`config.mk`:
```
export PLATFORM = sky130hd
export DESIGN_NAME = adc_trigger_ctrl
export DESIGN_NICKNAME = d
export VERILOG_FILES = /design/src/rtl/adc_ctrl_pkg.sv /design/src/rtl/adc_sample_fifo.sv /design/src/rtl/adc_trigger_ctrl.sv
export SDC_FILE = /design/constraint.sdc
export NUM_CORES = 1
export LEC_CHECK = 0
export ABC_AREA = 1
export BUFFER_PORTS_ARGS = -buffer_cell sky130_fd_sc_hd__buf_2
export CAP_MARGIN = 20
export CORE_UTILIZATION = 60
export DETAILED_ROUTE_END_ITERATION = 10
export PLACE_DENSITY = 0.9
export SKIP_CTS_REPAIR_TIMING = 1
export SLEW_MARGIN = 20
export SYNTH_ARGS = -nofsm -noshare
export SYNTH_HDL_FRONTEND = slang
export SYNTH_SLANG_ARGS = --single-unit
```
`constraint.sdc`:
```
create_clock -name clk -period 3.5 [get_ports clk]
set_input_delay 0.175 -clock clk [delete_from_list [all_inputs] [get_ports clk]]
set_output_delay 0.175 -clock clk [all_outputs]
set_load 0.02 [all_outputs]
```
`src/rtl/adc_ctrl_pkg.sv`:
```
// Shared types and constants for the ADC trigger controller.
package adc_ctrl_pkg;

  // Conversion sequencing states
  typedef enum logic [1:0] {
    IDLE    = 2'd0,
    TRIG    = 2'd1,
    RELEASE = 2'd2,
    WAIT    = 2'd3
  } state_t;

  // Shortest trigger-to-trigger spacing: two cycles high plus one forced low
  localparam int MIN_PERIOD = 3;

  // Bit of ADC_TRIGGER that carries the trigger level
  localparam int TRIG_BIT = 0;

endpackage

```
`src/rtl/adc_sample_fifo.sv`:
```
// Show-ahead sample FIFO. A push while full is dropped unless a pop in the
// same cycle frees a slot. rd_data is registered and reads 0 when empty.
module adc_sample_fifo #(
  parameter int DATA_WIDTH = 32,
  parameter int FIFO_DEPTH = 8
) (
  input  logic                          clk,
  input  logic                          reset,
  input  logic                          push,
  input  logic [DATA_WIDTH-1:0]         push_data,
  input  logic                          pop,
  output logic [DATA_WIDTH-1:0]         rd_data,
  output logic [$clog2(FIFO_DEPTH):0]   count,
  output logic                          full,
  output logic                          empty
);
  localparam int PTR_W = $clog2(FIFO_DEPTH);
  localparam int CNT_W = PTR_W + 1;

  logic [DATA_WIDTH-1:0] mem [FIFO_DEPTH];
  logic [PTR_W-1:0]      wr_ptr;
  logic [PTR_W-1:0]      rd_ptr;
  logic [PTR_W-1:0]      rd_ptr_nxt;
  logic [CNT_W-1:0]      count_nxt;
  logic [DATA_WIDTH-1:0] head_nxt;
  logic                  pop_ok;
  logic                  push_ok;

  assign empty = (count == '0);
  assign full  = (count == CNT_W'(FIFO_DEPTH));

  // Accept/drop decisions and the head value that will be visible next cycle
  always_comb begin
    pop_ok     = pop && !empty;
    push_ok    = push && (!full || pop_ok);
    rd_ptr_nxt = pop_ok ? rd_ptr + PTR_W'(1) : rd_ptr;
    count_nxt  = count + CNT_W'(push_ok) - CNT_W'(pop_ok);
    // The incoming word becomes the head when it lands in the slot the read
    // pointer is about to point at (empty push, or push+pop at count 1).
    if (count_nxt == '0)
      head_nxt = '0;
    else if (push_ok && (wr_ptr == rd_ptr_nxt))
      head_nxt = push_data;
    else
      head_nxt = mem[rd_ptr_nxt];
  end

  // Pointers, occupancy and registered head
  always_ff @(posedge clk or posedge reset) begin
    if (reset) begin
      wr_ptr  <= '0;
      rd_ptr  <= '0;
      count   <= '0;
      rd_data <= '0;
    end else begin
      if (push_ok)
        wr_ptr <= wr_ptr + PTR_W'(1);
      rd_ptr  <= rd_ptr_nxt;
      count   <= count_nxt;
      rd_data <= head_nxt;
    end
  end

  // Sample storage; contents are don't-care until written
  always_ff @(posedge clk) begin
    if (push_ok)
      mem[wr_ptr] <= push_data;
  end

endmodule

```
`src/rtl/adc_trigger_ctrl.sv`:
```
// ADC trigger initiator: periodic or single-shot level triggers, result
// capture into a sample FIFO, sticky timeout and overflow flags.
module adc_trigger_ctrl
  import adc_ctrl_pkg::*;
#(
  parameter int DATA_WIDTH     = 32,
  parameter int FIFO_DEPTH     = 8,
  parameter int PERIOD_WIDTH   = 16,
  parameter int TIMEOUT_CYCLES = 64
) (
  input  logic                        clk,
  input  logic                        reset,
  input  logic                        enable,
  input  logic [PERIOD_WIDTH-1:0]     period,
  input  logic                        single_shot,
  output logic [DATA_WIDTH-1:0]       ADC_TRIGGER,
  input  logic [DATA_WIDTH-1:0]       MEASUREMENT,
  input  logic                        DATA_VALID_IN,
  input  logic                        rd_en,
  output logic [DATA_WIDTH-1:0]       rd_data,
  output logic                        rd_valid,
  output logic [$clog2(FIFO_DEPTH):0] fifo_count,
  output logic                        busy,
  output logic                        overflow,
  output logic                        timeout_err,
  input  logic                        err_clr
);
  localparam int TO_W = $clog2(TIMEOUT_CYCLES + 1);
  localparam logic [TO_W-1:0] TO_LAST = TO_W'(TIMEOUT_CYCLES - 1);

  // Timer reload: spacing clamped to MIN_PERIOD, minus the entry cycle itself
  function automatic logic [PERIOD_WIDTH-1:0] period_reload(input logic [PERIOD_WIDTH-1:0] p);
    logic [PERIOD_WIDTH-1:0] eff;
    eff = (p < PERIOD_WIDTH'(MIN_PERIOD)) ? PERIOD_WIDTH'(MIN_PERIOD) : p;
    return eff - PERIOD_WIDTH'(1);
  endfunction

  // Decrement that holds at zero
  function automatic logic [PERIOD_WIDTH-1:0] dec_sat(input logic [PERIOD_WIDTH-1:0] t);
    return (t == '0) ? '0 : t - PERIOD_WIDTH'(1);
  endfunction

  state_t                  state;
  state_t                  state_nxt;
  logic [PERIOD_WIDTH-1:0] timer;
  logic [TO_W-1:0]         to_cnt;
  logic                    one_shot;
  logic                    trig_r;
  logic                    start_trig;
  logic                    push;
  logic                    to_hit;
  logic                    drop;
  logic                    fifo_full;
  logic                    fifo_empty;

  // State register
  always_ff @(posedge clk or posedge reset) begin
    if (reset)
      state <= IDLE;
    else
      state <= state_nxt;
  end

  // Next-state logic
  always_comb begin
    state_nxt = state;
    case (state)
      IDLE:    if (enable || single_shot) state_nxt = TRIG;
      TRIG:    if (DATA_VALID_IN || (to_cnt == TO_LAST)) state_nxt = RELEASE;
      RELEASE: begin
        if (!enable || one_shot)  state_nxt = IDLE;
        else if (timer == '0)     state_nxt = TRIG;
        else                      state_nxt = WAIT;
      end
      WAIT: begin
        if (!enable)              state_nxt = IDLE;
        else if (timer == '0)     state_nxt = TRIG;
      end
      default:                    state_nxt = IDLE;
    endcase
  end

  // Per-cycle control strobes derived from the current and next state
  always_comb begin
    start_trig = (state_nxt == TRIG) && (state != TRIG);
    push       = (state == TRIG) && DATA_VALID_IN;
    to_hit     = (state == TRIG) && !DATA_VALID_IN && (to_cnt == TO_LAST);
    // Full implies non-empty, so rd_en always frees a slot here
    drop       = push && fifo_full && !rd_en;
  end

  // Period timer: reload on each trigger start, count down while active
  always_ff @(posedge clk or posedge reset) begin
    if (reset)
      timer <= '0;
    else if (start_trig)
      timer <= period_reload(period);
    else if (state != IDLE)
      timer <= dec_sat(timer);
  end

  // Conversion timeout counter, cleared on each trigger start
  always_ff @(posedge clk or posedge reset) begin
    if (reset)
      to_cnt <= '0;
    else if (start_trig)
      to_cnt <= '0;
    else if (state == TRIG)
      to_cnt <= to_cnt + TO_W'(1);
  end

  // Remember whether the run was started by a lone single_shot
  always_ff @(posedge clk or posedge reset) begin
    if (reset)
      one_shot <= 1'b0;
    else if ((state == IDLE) && start_trig)
      one_shot <= single_shot && !enable;
  end

  // Registered trigger level and busy flag
  always_ff @(posedge clk or posedge reset) begin
    if (reset) begin
      trig_r <= 1'b0;
      busy   <= 1'b0;
    end else begin
      trig_r <= (state_nxt == TRIG);
      busy   <= (state_nxt != IDLE);
    end
  end

  // Sticky error flags; a new event outranks err_clr
  always_ff @(posedge clk or posedge reset) begin
    if (reset) begin
      overflow    <= 1'b0;
      timeout_err <= 1'b0;
    end else begin
      if (drop)
        overflow <= 1'b1;
      else if (err_clr)
        overflow <= 1'b0;
      if (to_hit)
        timeout_err <= 1'b1;
      else if (err_clr)
        timeout_err <= 1'b0;
    end
  end

  // Trigger bus: only the trigger bit is ever driven high
  always_comb begin
    ADC_TRIGGER           = '0;
    ADC_TRIGGER[TRIG_BIT] = trig_r;
  end

  assign rd_valid = !fifo_empty;

  adc_sample_fifo #(
    .DATA_WIDTH (DATA_WIDTH),
    .FIFO_DEPTH (FIFO_DEPTH)
  ) u_fifo (
    .clk       (clk),
    .reset     (reset),
    .push      (push),
    .push_data (MEASUREMENT),
    .pop       (rd_en),
    .rd_data   (rd_data),
    .count     (fifo_count),
    .full      (fifo_full),
    .empty     (fifo_empty)
  );

endmodule

```
==> results of run 1 <==
## Yosys cell counts (all sizes together), types with 6 or more instances
library cell / count / area (µm²)
o21ai: 28 / 140.1
nand3: 244 / 1246
nand2: 462 / 1754
clkbuf: 14 / 52.55
xor2: 13 / 113.9
inv: 95 / 356.6
edfxtp: 256 / 7687
nand4: 35 / 219.0
ha: 12 / 150.1
buf: 89 / 556.8
nor2: 165 / 639.4
dfrtp: 72 / 1802
a21oi: 6 / 41.29
## layer usage
layer,GRT usage [%],vias up
met4,13.64,2
li1,-,5230
met3,5.299,156
met1,35.53,5475
met2,49.90,921
met5,0,-
## flip-flops by register name, indices dropped and copies added, names as in the netlist
register and cells:
u_fifo.wr_ptr 3, timeout_err 1, one_shot 1, busy 1
state 2, to_cnt 7, timer 16, u_fifo.count 4
trig_r 1, u_fifo.mem 256, u_fifo.rd_ptr 3, u_fifo.rd_data 32
overflow 1
## power by group through the flow
stage / combinational [mW] / clock, mW / sequential, mW
floorplan: 4.25 / 0 / 5.47
global placement: 5.84 / 0 / 5.26
detailed placement: 6.17 / 0 / 5.28
CTS: 6.27 / 3.39 / 5.22
global route: 7.05 / 3.57 / 5.28
finish: 6.47 / 3.41 / 5.23
## cell usage in the layout, fill, tap and decap left out, types with 12 or more instances in the layout
master	Yosys	routed
o21ai_0	22	22
dfrtp_1	72	72
ha_1	12	12
nand2_1	456	453
nand3_1	242	242
nor2_1	159	151
inv_1	89	88
buf_4	38	23
dlygate4sd3_1	0	35
conb_1	1	31
nand4_1	35	35
clkbuf_16	0	35
edfxtp_1	256	256
xor2_1	13	13
buf_2	40	95
## kinds of logic after synthesis
kind of cell	Yosys count	share of synthesized area [%]
other	1	0.02516
AND/OR/NAND/NOR	917	26.34
XOR/XNOR	16	0.9401
adder cells (fa/ha/maj)	13	1.141
flip-flops	328	63.66
buffers and inverters	198	6.480
AO/OA/AOI/OAI	38	1.419
## stage by stage
step,setup slack (ps),power [mW]
floorplan,349.2,9.721
global placement,725.6,11.10
detailed placement,488.8,11.45
CTS,408.3,14.88
global route,226.7,15.91
finish,382.1,15.12
## path summary, 6_finish.rpt
path	from	end	slack, ps	cells past startpoint
max	u_fifo.count[2]$_DFF_PP0_	u_fifo.rd_data[21]$_DFF_PP0_	380	13
min	MEASUREMENT[31]	u_fifo.mem[1][31]$_DFFE_PP_	3	1
max reg2reg	u_fifo.count[2]$_DFF_PP0_	u_fifo.rd_data[21]$_DFF_PP0_	380	13
min reg2reg	one_shot$_DFFE_PP0P_	one_shot$_DFFE_PP0P_	490	2
max in group asynchronous	reset	u_fifo.rd_data[8]$_DFF_PP0_	2220	4
min in group asynchronous	reset	u_fifo.rd_data[21]$_DFF_PP0_	390	3
## final cells by class
type / count / area (µm²)
multi-input cells: 1015 / 4637
clock inverters: 10 / 63.81
flip-flops and latches: 328 / 9489
inverters: 95 / 357.8
clock buffers: 50 / 972.2
well taps: 324 / 405.4
fillers: 1558 / 7336
repair buffers: 156 / 1059
==> results.sh, run 1 <==
export IMPL_run_status="finished, final reports clean"
export IMPL_die_y_um=159.6
export IMPL_synth_edf_count=256
export IMPL_gr_total_overflow=0
export IMPL_vias_per_cell=5.958
export IMPL_cp_slowest_cell="nor3b_1"
export IMPL_finalClockSkew_ps=37.63
export IMPL_finalSetupViolCount=0
export IMPL_fin_area_um2=16980
export IMPL_drc_errors=0
export IMPL_cp_common_cell="inv_1"
export IMPL_antennaDiodeCount=0
export IMPL_drtIter0Drc=1528
export IMPL_fmax_mhz=320.7
export IMPL_cp_required_ps=3950
export IMPL_antenna_found_initial=1
export IMPL_dp_hpwl_mm=20.56
export IMPL_die_w_um=159.6
export IMPL_routed_wirelength_mm=37.82
export IMPL_die_area_um2=25480
export IMPL_internal_power_mw=8.712
export IMPL_wl_met2_mm=19.03
export IMPL_slew_limit_headroom_pct=36.56
export IMPL_maxCapViolCount=0
export IMPL_worst_setup_path_type="reg2reg"
export IMPL_max_vdd_ir_drop_uv=719.2
export IMPL_drv_slew=0
export IMPL_stdcell_count=1978
export IMPL_p_comb_share_pct=42.8
export IMPL_h_tree_depth=2
export IMPL_grt_usage_pct=28.98
export IMPL_io_pins=127
export IMPL_switchingPower_mw=6.408
export IMPL_drive_gt1_share_pct=12.33
export IMPL_io_buffers=95
export IMPL_crit_buf_inv=4
export IMPL_synth_cell_types=35
export IMPL_wl_per_cell_um=19.12
export IMPL_final_core_utilization_pct=69.84
export IMPL_clock_path_buffers=3
export IMPL_hold_viol=0
export IMPL_gp_congestion=0.9488
export IMPL_place_inst=1883
export IMPL_seq_power_share_pct=34.6
export IMPL_fin_nets=1698
export IMPL_cts_root_buf="clkbuf_16"
export IMPL_yosysWarnings=0
export IMPL_ant_nets=0
export IMPL_clkTransAtPathRegs_ps=70
export IMPL_cts_tree="yes"
export IMPL_path_cells="inv_1 -> ha_1 -> nor3b_1 -> a21oi_4 -> ha_1 -> inv_1 -> fa_1 -> inv_1 -> nor3_1 -> nand2_1 -> buf_4 -> nand2_1 -> nor2_1"
export IMPL_leakagePower_nw=7.285
export IMPL_cts_inserted_buffers=34
export IMPL_firstDrtPassIters=6
export IMPL_slowest_delay_ps=500
export IMPL_highest_layer="met5"
export IMPL_crit_family="simple AND/OR/NAND/NOR gates"
export IMPL_rsz0062_at_grt="false"
export IMPL_power_frac_clock_pct=22.6
export IMPL_vias=11780
export IMPL_fp_coreArea_um2=24320
export IMPL_synthToLayoutAreaGrowth_pct=13.93
export IMPL_synthArstFlopShare_pct=21.95
export IMPL_grt_pass1_vias=11290
export IMPL_syn_cell_area_um2=14910
export IMPL_grt_max_degree=67
export IMPL_wl_met3_mm=4.269
export IMPL_cts_sinks=328
export IMPL_synth_seq_cells=328
export IMPL_fin_crit_ps=3118
export IMPL_rows=57
export IMPL_hp_class="in2reg"
export IMPL_insertion_delay_ps=530
export IMPL_fin_crit_sh_pct=89.08
export IMPL_crit_arrival_ps=3560
export IMPL_grt_first_pass_wirelength_mm=57.84
export IMPL_worst_pin_slew_ps=951.6
export IMPL_syn_area_per_cell_um2=9.866
export IMPL_met1_length_mm=12.95
export IMPL_switching_share_pct=42.38
export IMPL_endpoint_kind="flop"
export IMPL_synth_ff_type="edfxtp_1"
export IMPL_power_density_nw_per_um2=890.2
export IMPL_cp_start_kind="flop"
export IMPL_place_area_um2=15600
export IMPL_hold_slack_ps=3.289
export IMPL_setup_tns_ps=0
export IMPL_cp_max_fo=32
export IMPL_start_util_pct=61.30
export IMPL_ys_seq_area_share_pct=63.66
export IMPL_synthCells=1511
Power figures use the tool's default switching activity.
==> inputs of run 2 (changes only) <==
--- a/config.mk
+++ b/config.mk
@@ -9,7 +9,7 @@
 export BUFFER_PORTS_ARGS = -buffer_cell sky130_fd_sc_hd__buf_2
 export CAP_MARGIN = 20
-export CORE_UTILIZATION = 60
+export CORE_UTILIZATION = 25
 export DETAILED_ROUTE_END_ITERATION = 10
-export PLACE_DENSITY = 0.9
+export PLACE_DENSITY = 0.5
 export SKIP_CTS_REPAIR_TIMING = 1
 export SLEW_MARGIN = 20
==> constraint.sdc (replaced) <==
create_clock -name clk -period 3.5 [get_ports clk]
set_input_delay 0.525 -clock clk [delete_from_list [all_inputs] [get_ports clk]]
set_output_delay 0.525 -clock clk [all_outputs]
set_load 0.02 [all_outputs]
==> results.sh, run 2 (same netlist as run 1, synthesis figures left out) <==
export IMPL_run_status="complete, but fails checks"
export IMPL_violations="DRC, hold timing"
export IMPL_top_register="u_fifo.mem"
export IMPL_cts_inserted_buffers=37
export IMPL_highest_layer="met5"
export IMPL_wl_per_cell_um=17.12
export IMPL_final_cell_mix="nand2_1 (453), edfxtp_1 (256), nand3_1 (242), nor2_1 (151), buf_2 (95)"
export IMPL_grt_max_degree=65
export IMPL_reg2reg_depth=16
export IMPL_antennaDiodeCount=0
export IMPL_seq_power_share_pct=33.9
export IMPL_start_util_pct=25.26
export IMPL_cts_tree="yes"
export IMPL_clkTransAtPathRegs_ps=60
export IMPL_max_vdd_ir_drop_uv=459.5
export IMPL_fp_coreArea_um2=59020
export IMPL_p_comb_share_pct=41.5
export IMPL_grt_usage_pct=13.69
export IMPL_hold_viol=2
export IMPL_largest_reg_flops=256
export IMPL_drv_slew=0
export IMPL_rows=89
export IMPL_die_y_um=246.2
export IMPL_die_area_um2=60610
export IMPL_r2r_start="u_fifo.count[2]$_DFF_PP0_"
export IMPL_hp_class="in2async"
export IMPL_crit_arrival_ps=3490
export IMPL_vias=10740
export IMPL_drive_gt1_share_pct=12.96
export IMPL_place_inst=2334
export IMPL_firstDrtPassIters=10
export IMPL_io_buffers=95
export IMPL_worst_pin_slew_ps=951.5
export IMPL_layout_commonest_cell="nand2_1"
export IMPL_power_density_nw_per_um2=887.7
export IMPL_final_core_utilization_pct=29.50
export IMPL_vias_per_cell=4.474
export IMPL_stdcell_count=2401
export IMPL_gr_total_overflow=0
export IMPL_internal_power_mw=8.966
export IMPL_met1_length_mm=19.08
export IMPL_endpoint_kind="flop"
export IMPL_wl_met2_mm=19.10
export IMPL_dp_hpwl_mm=23.12
export IMPL_gp_congestion=0.8436
export IMPL_antenna_found_initial=4
export IMPL_finalSetupViolCount=0
export IMPL_fmax_mhz=332.0
export IMPL_finalClockSkew_ps=35.42
export IMPL_crit_start="u_fifo.count[2]$_DFF_PP0_"
export IMPL_setup_tns_ps=0
export IMPL_switchingPower_mw=6.489
export IMPL_cp_start_kind="flop"
export IMPL_top_regs="u_fifo.mem x256, u_fifo.rd_data x32, timer x16"
export IMPL_cp_max_fo=32
export IMPL_ant_nets=0
export IMPL_slew_limit_headroom_pct=36.56
export IMPL_worst_setup_path_type="reg2reg"
export IMPL_insertion_delay_ps=570
export IMPL_cts_sinks=328
export IMPL_path_cells="inv_1 -> ha_1 -> nand3_4 -> nand2_4 -> inv_2 -> ha_1 -> inv_1 -> ha_1 -> inv_1 -> fa_1 -> xnor2_1 -> nor3_1 -> nand2_1 -> buf_4 -> nand2_1 -> nor2_1"
export IMPL_leakagePower_nw=7.237
export IMPL_clock_path_buffers=3
export IMPL_die_w_um=246.2
export IMPL_drtIter0Drc=724
export IMPL_wl_met3_mm=2.086
export IMPL_power_frac_clock_pct=24.6
export IMPL_switching_share_pct=41.99
export IMPL_fin_crit_ps=3012
export IMPL_h_tree_depth=2
export IMPL_drc_errors=2
export IMPL_fin_crit_sh_pct=86.07
export IMPL_r2r_slack_ps=490
export IMPL_io_pins=127
export IMPL_crit_path_end="u_fifo.rd_data[14]$_DFF_PP0_"
export IMPL_cp_required_ps=3970
export IMPL_hold_slack_ps=-3.554
export IMPL_fin_nets=1668
export IMPL_grt_first_pass_wirelength_mm=62.91
export IMPL_worst_slack_ps=487.7
export IMPL_slowest_delay_ps=460
export IMPL_rsz0062_at_grt="false"
export IMPL_synthToLayoutAreaGrowth_pct=16.79
export IMPL_cp_slowest_cell="buf_4"
export IMPL_grt_pass1_vias=10400
export IMPL_cts_root_buf="clkbuf_16"
export IMPL_maxCapViolCount=0
export IMPL_routed_wirelength_mm=41.12
export IMPL_post_place_ws_ps=488.1
export IMPL_reg2reg_to="u_fifo.rd_data[14]$_DFF_PP0_"
run 2: how the worst min path moves through the flow:
stage / slack, ps / depth (start not counted) / from / endpoint
4_1_cts: 10 / 2 / reset / u_fifo.rd_data[2]$_DFF_PP0_
5_1_grt: 40 / 2 / reset / u_fifo.rd_data[2]$_DFF_PP0_
3_5_place_dp: 470 / 2 / one_shot$_DFFE_PP0P_ / one_shot$_DFFE_PP0P_
3_3_place_gp: 470 / 2 / one_shot$_DFFE_PP0P_ / one_shot$_DFFE_PP0P_
6_report: -4 / 2 / reset / u_fifo.rd_data[0]$_DFF_PP0_
2_1_floorplan: 440 / 2 / one_shot$_DFFE_PP0P_ / one_shot$_DFFE_PP0P_
run 2: worst max-delay path, delay by kind of cell (launching register included):
family / cells / cell delay, ps
buffers and inverters: 5 / 720
xor gates and xnor gates: 1 / 200
adders and majority gates: 4 / 1030
and+or+nand+nor: 6 / 620
DFF: 1 / 370
run 2: through the flow:
stage / cell area, µm² / total power, mW
2_1_floorplan: 15020 / 9.721
3_3_place_gp: 16220 / 11.73
3_5_place_dp: 16220 / 11.79
4_1_cts: 17410 / 15.65
5_1_grt: 17410 / 16.60
6_report: 17410 / 15.45
run 2: final cells by class:
class,instances,area (µm²)
inverters,95,357.8
repair buffers,123,760.7
flip-flops and latches,328,9489
fillers,6138,41610
clock inverters,11,135.1
multi-input cells,1015,4642
clock buffers,56,1057
well taps,773,967.2
run 2: power by group through the flow:
stage               clock network, mW  logic [mW]  registers (mW)
CTS                              3.91        6.49            5.26
floorplan                           0        4.25            5.47
finish                           3.80        6.42            5.24
global placement                    0        6.41            5.32
global route                     4.05        7.23            5.32
detailed placement                  0        6.47            5.32
run 2: routing by layer:
layer | track usage (%) | up-vias
met5 | 0 | -
met4 | 3.818 | 8
met3 | 2.266 | 63
met2 | 22.06 | 280
met1 | 18.84 | 5223
li1 | - | 5168
==> inputs of run 3 (changes only) <==
Settings changed: GPL_TIMING_DRIVEN set to 0.
==> results.sh, run 3 (same netlist as run 1, synthesis figures left out) <==
export IMPL_worst_setup_path_type="reg2reg"
export IMPL_hp_class="in2async"
export IMPL_slew_limit_headroom_pct=54.37
export IMPL_vias=10980
export IMPL_cp_max_fo=10
export IMPL_antennaDiodeCount=0
export IMPL_endpoint_kind="flop"
export IMPL_final_cell_mix="nand2_1 (456), edfxtp_1 (256), nand3_1 (242), nor2_1 (151), buf_2 (135)"
export IMPL_nFillCells=6084
export IMPL_fin_nets=1754
export IMPL_stdcell_count=2487
export IMPL_vias_per_cell=4.414
export IMPL_power_density_nw_per_um2=881.5
export IMPL_drtIter0Drc=858
export IMPL_fin_crit_ps=3297
export IMPL_clock_path_buffers=3
export IMPL_antenna_found_initial=2
export IMPL_switchingPower_mw=6.701
export IMPL_gp_congestion=0.8462
export IMPL_place_area_um2=16800
export IMPL_maxCapViolCount=0
export IMPL_cts_inserted_buffers=37
export IMPL_start_util_pct=25.26
export IMPL_grt_first_pass_wirelength_mm=64.04
export IMPL_drc_errors=0
export IMPL_cts_root_buf="clkbuf_16"
export IMPL_fp_coreArea_um2=59020
export IMPL_finalSetupViolCount=0
export IMPL_h_tree_depth=2
export IMPL_fin_area_um2=18020
export IMPL_layout_commonest_cell="nand2_1"
export IMPL_top_register="u_fifo.mem"
export IMPL_power_frac_clock_pct=24.3
export IMPL_die_y_um=246.2
export IMPL_finalClockSkew_ps=31.64
export IMPL_die_area_um2=60610
export IMPL_fmax_mhz=303.3
export IMPL_fin_crit_sh_pct=94.21
export IMPL_hold_slack_ps=7.798
export IMPL_rows=89
export IMPL_rsz0062_at_grt="false"
export IMPL_cts_sinks=328
export IMPL_p_comb_share_pct=43.0
export IMPL_drv_slew=0
export IMPL_gr_total_overflow=0
export IMPL_internal_power_mw=9.183
export IMPL_insertion_delay_ps=570
export IMPL_cp_required_ps=3940
export IMPL_io_buffers=95
export IMPL_crit_arrival_ps=3740
export IMPL_regArea_um2=9489
export IMPL_multi_input_area_um2=4629
export IMPL_routed_wirelength_mm=41.63
export IMPL_leakagePower_nw=7.633
export IMPL_top_regs="u_fifo.mem x256, u_fifo.rd_data x32, timer x16"
export IMPL_hold_viol=0
export IMPL_dp_hpwl_mm=28.30
export IMPL_grt_max_degree=44
export IMPL_cts_tree="yes"
export IMPL_drive_gt1_share_pct=16.51
export IMPL_clkTransAtPathRegs_ps=60
export IMPL_final_core_utilization_pct=30.53
export IMPL_place_inst=2420
export IMPL_run_status="finished, final reports clean"
export IMPL_grt_usage_pct=13.91
export IMPL_synthToLayoutAreaGrowth_pct=20.87
export IMPL_worst_pin_slew_ps=684.5
export IMPL_max_vdd_ir_drop_uv=393.2
export IMPL_die_w_um=246.2
export IMPL_io_pins=127
export IMPL_switching_share_pct=42.19
export IMPL_largest_reg_flops=256
export IMPL_seq_power_share_pct=32.7
export IMPL_cp_start_kind="flop"
export IMPL_wl_per_cell_um=16.74
export IMPL_ant_nets=0
export IMPL_firstDrtPassIters=5
export IMPL_grt_pass1_vias=10810
==> run 3: changes by cell type in the layout (fill, tap and decap cells not counted), moves of 2 or more <==
cell      delta
clkbuf_8     -2
buf_12       -3
clkinv_2     +5
buf_6        +4
clkbuf_1     +7
buf_1        +4
buf_2       +40
clkbuf_2     +3
nand2_1      +3
nand2_4      -2
buf_4       +16
buf_16       +8
==> run 3: layout make-up <==
type,instances,area share [%]
timing repair buffer,106,4.194
buffer,103,3.403
clock inverter,19,0.9791
inverter,95,1.993
sequential,328,52.66
tap,773,5.368
multi-input combinational,1015,25.69
clock buffer,48,5.708
==> run 3: through the flow <==
step | TNS [ps] | worst slack (ps) | total power [mW]
final | 0 | 202.7 | 15.88
after global routing | 0 | 13.99 | 17.06
after CTS | -4415 | -294.3 | 16.12
after detailed placement | -4289 | -281.0 | 12.19
after global placement | -257790 | -1020 | 12.08
after floorplan | 0 | 349.2 | 9.721
==> run 3: final timing paths <==
kind	from	endpoint	slack, ps	cells after the start
min reg2reg	one_shot$_DFFE_PP0P_	one_shot$_DFFE_PP0P_	480	2
min	reset	u_fifo.rd_data[0]$_DFF_PP0_	8	2
max	u_fifo.count[2]$_DFF_PP0_	u_fifo.rd_data[29]$_DFF_PP0_	200	16
max reg2reg	u_fifo.count[2]$_DFF_PP0_	u_fifo.rd_data[29]$_DFF_PP0_	200	16
max in group asynchronous	reset	u_fifo.rd_data[29]$_DFF_PP0_	2870	3
min in group clk	err_clr	timeout_err$_DFFE_PP0P_	190	2
==> run 3: power groups by stage <==
stage	clock network, mW	logic (mW)	registers (mW)
2_1_floorplan	0	4.25	5.47
3_3_place_gp	0	6.80	5.27
3_5_place_dp	0	6.93	5.26
4_1_cts	3.96	6.97	5.19
5_1_grt	4.11	7.69	5.26
6_report	3.86	6.84	5.19
==> run 3: metal layers <==
layer,GRT usage [%],wire [µm],vias to the layer above,part of all wire (%)
li1,-,-,5354,-
met1,18.19,18520,5240,44
met2,23.38,20010,314,48
met3,2.451,2307,65,5.5
met4,3.964,770,4,1.8
met5,0,28,-,0.067
==> run 3: worst max-delay path: stages (launching register included) <==
cell	delay, ps
dfrtp_1	370
inv_1	100
ha_1	210
nand3_4	130
nand2_4	130
inv_2	50
ha_1	260
inv_1	60
ha_1	160
inv_1	60
fa_1	410
xnor2_1	210
nor3_1	70
nand2_1	330
clkbuf_2	370
nand2_1	90
nor2_1	200
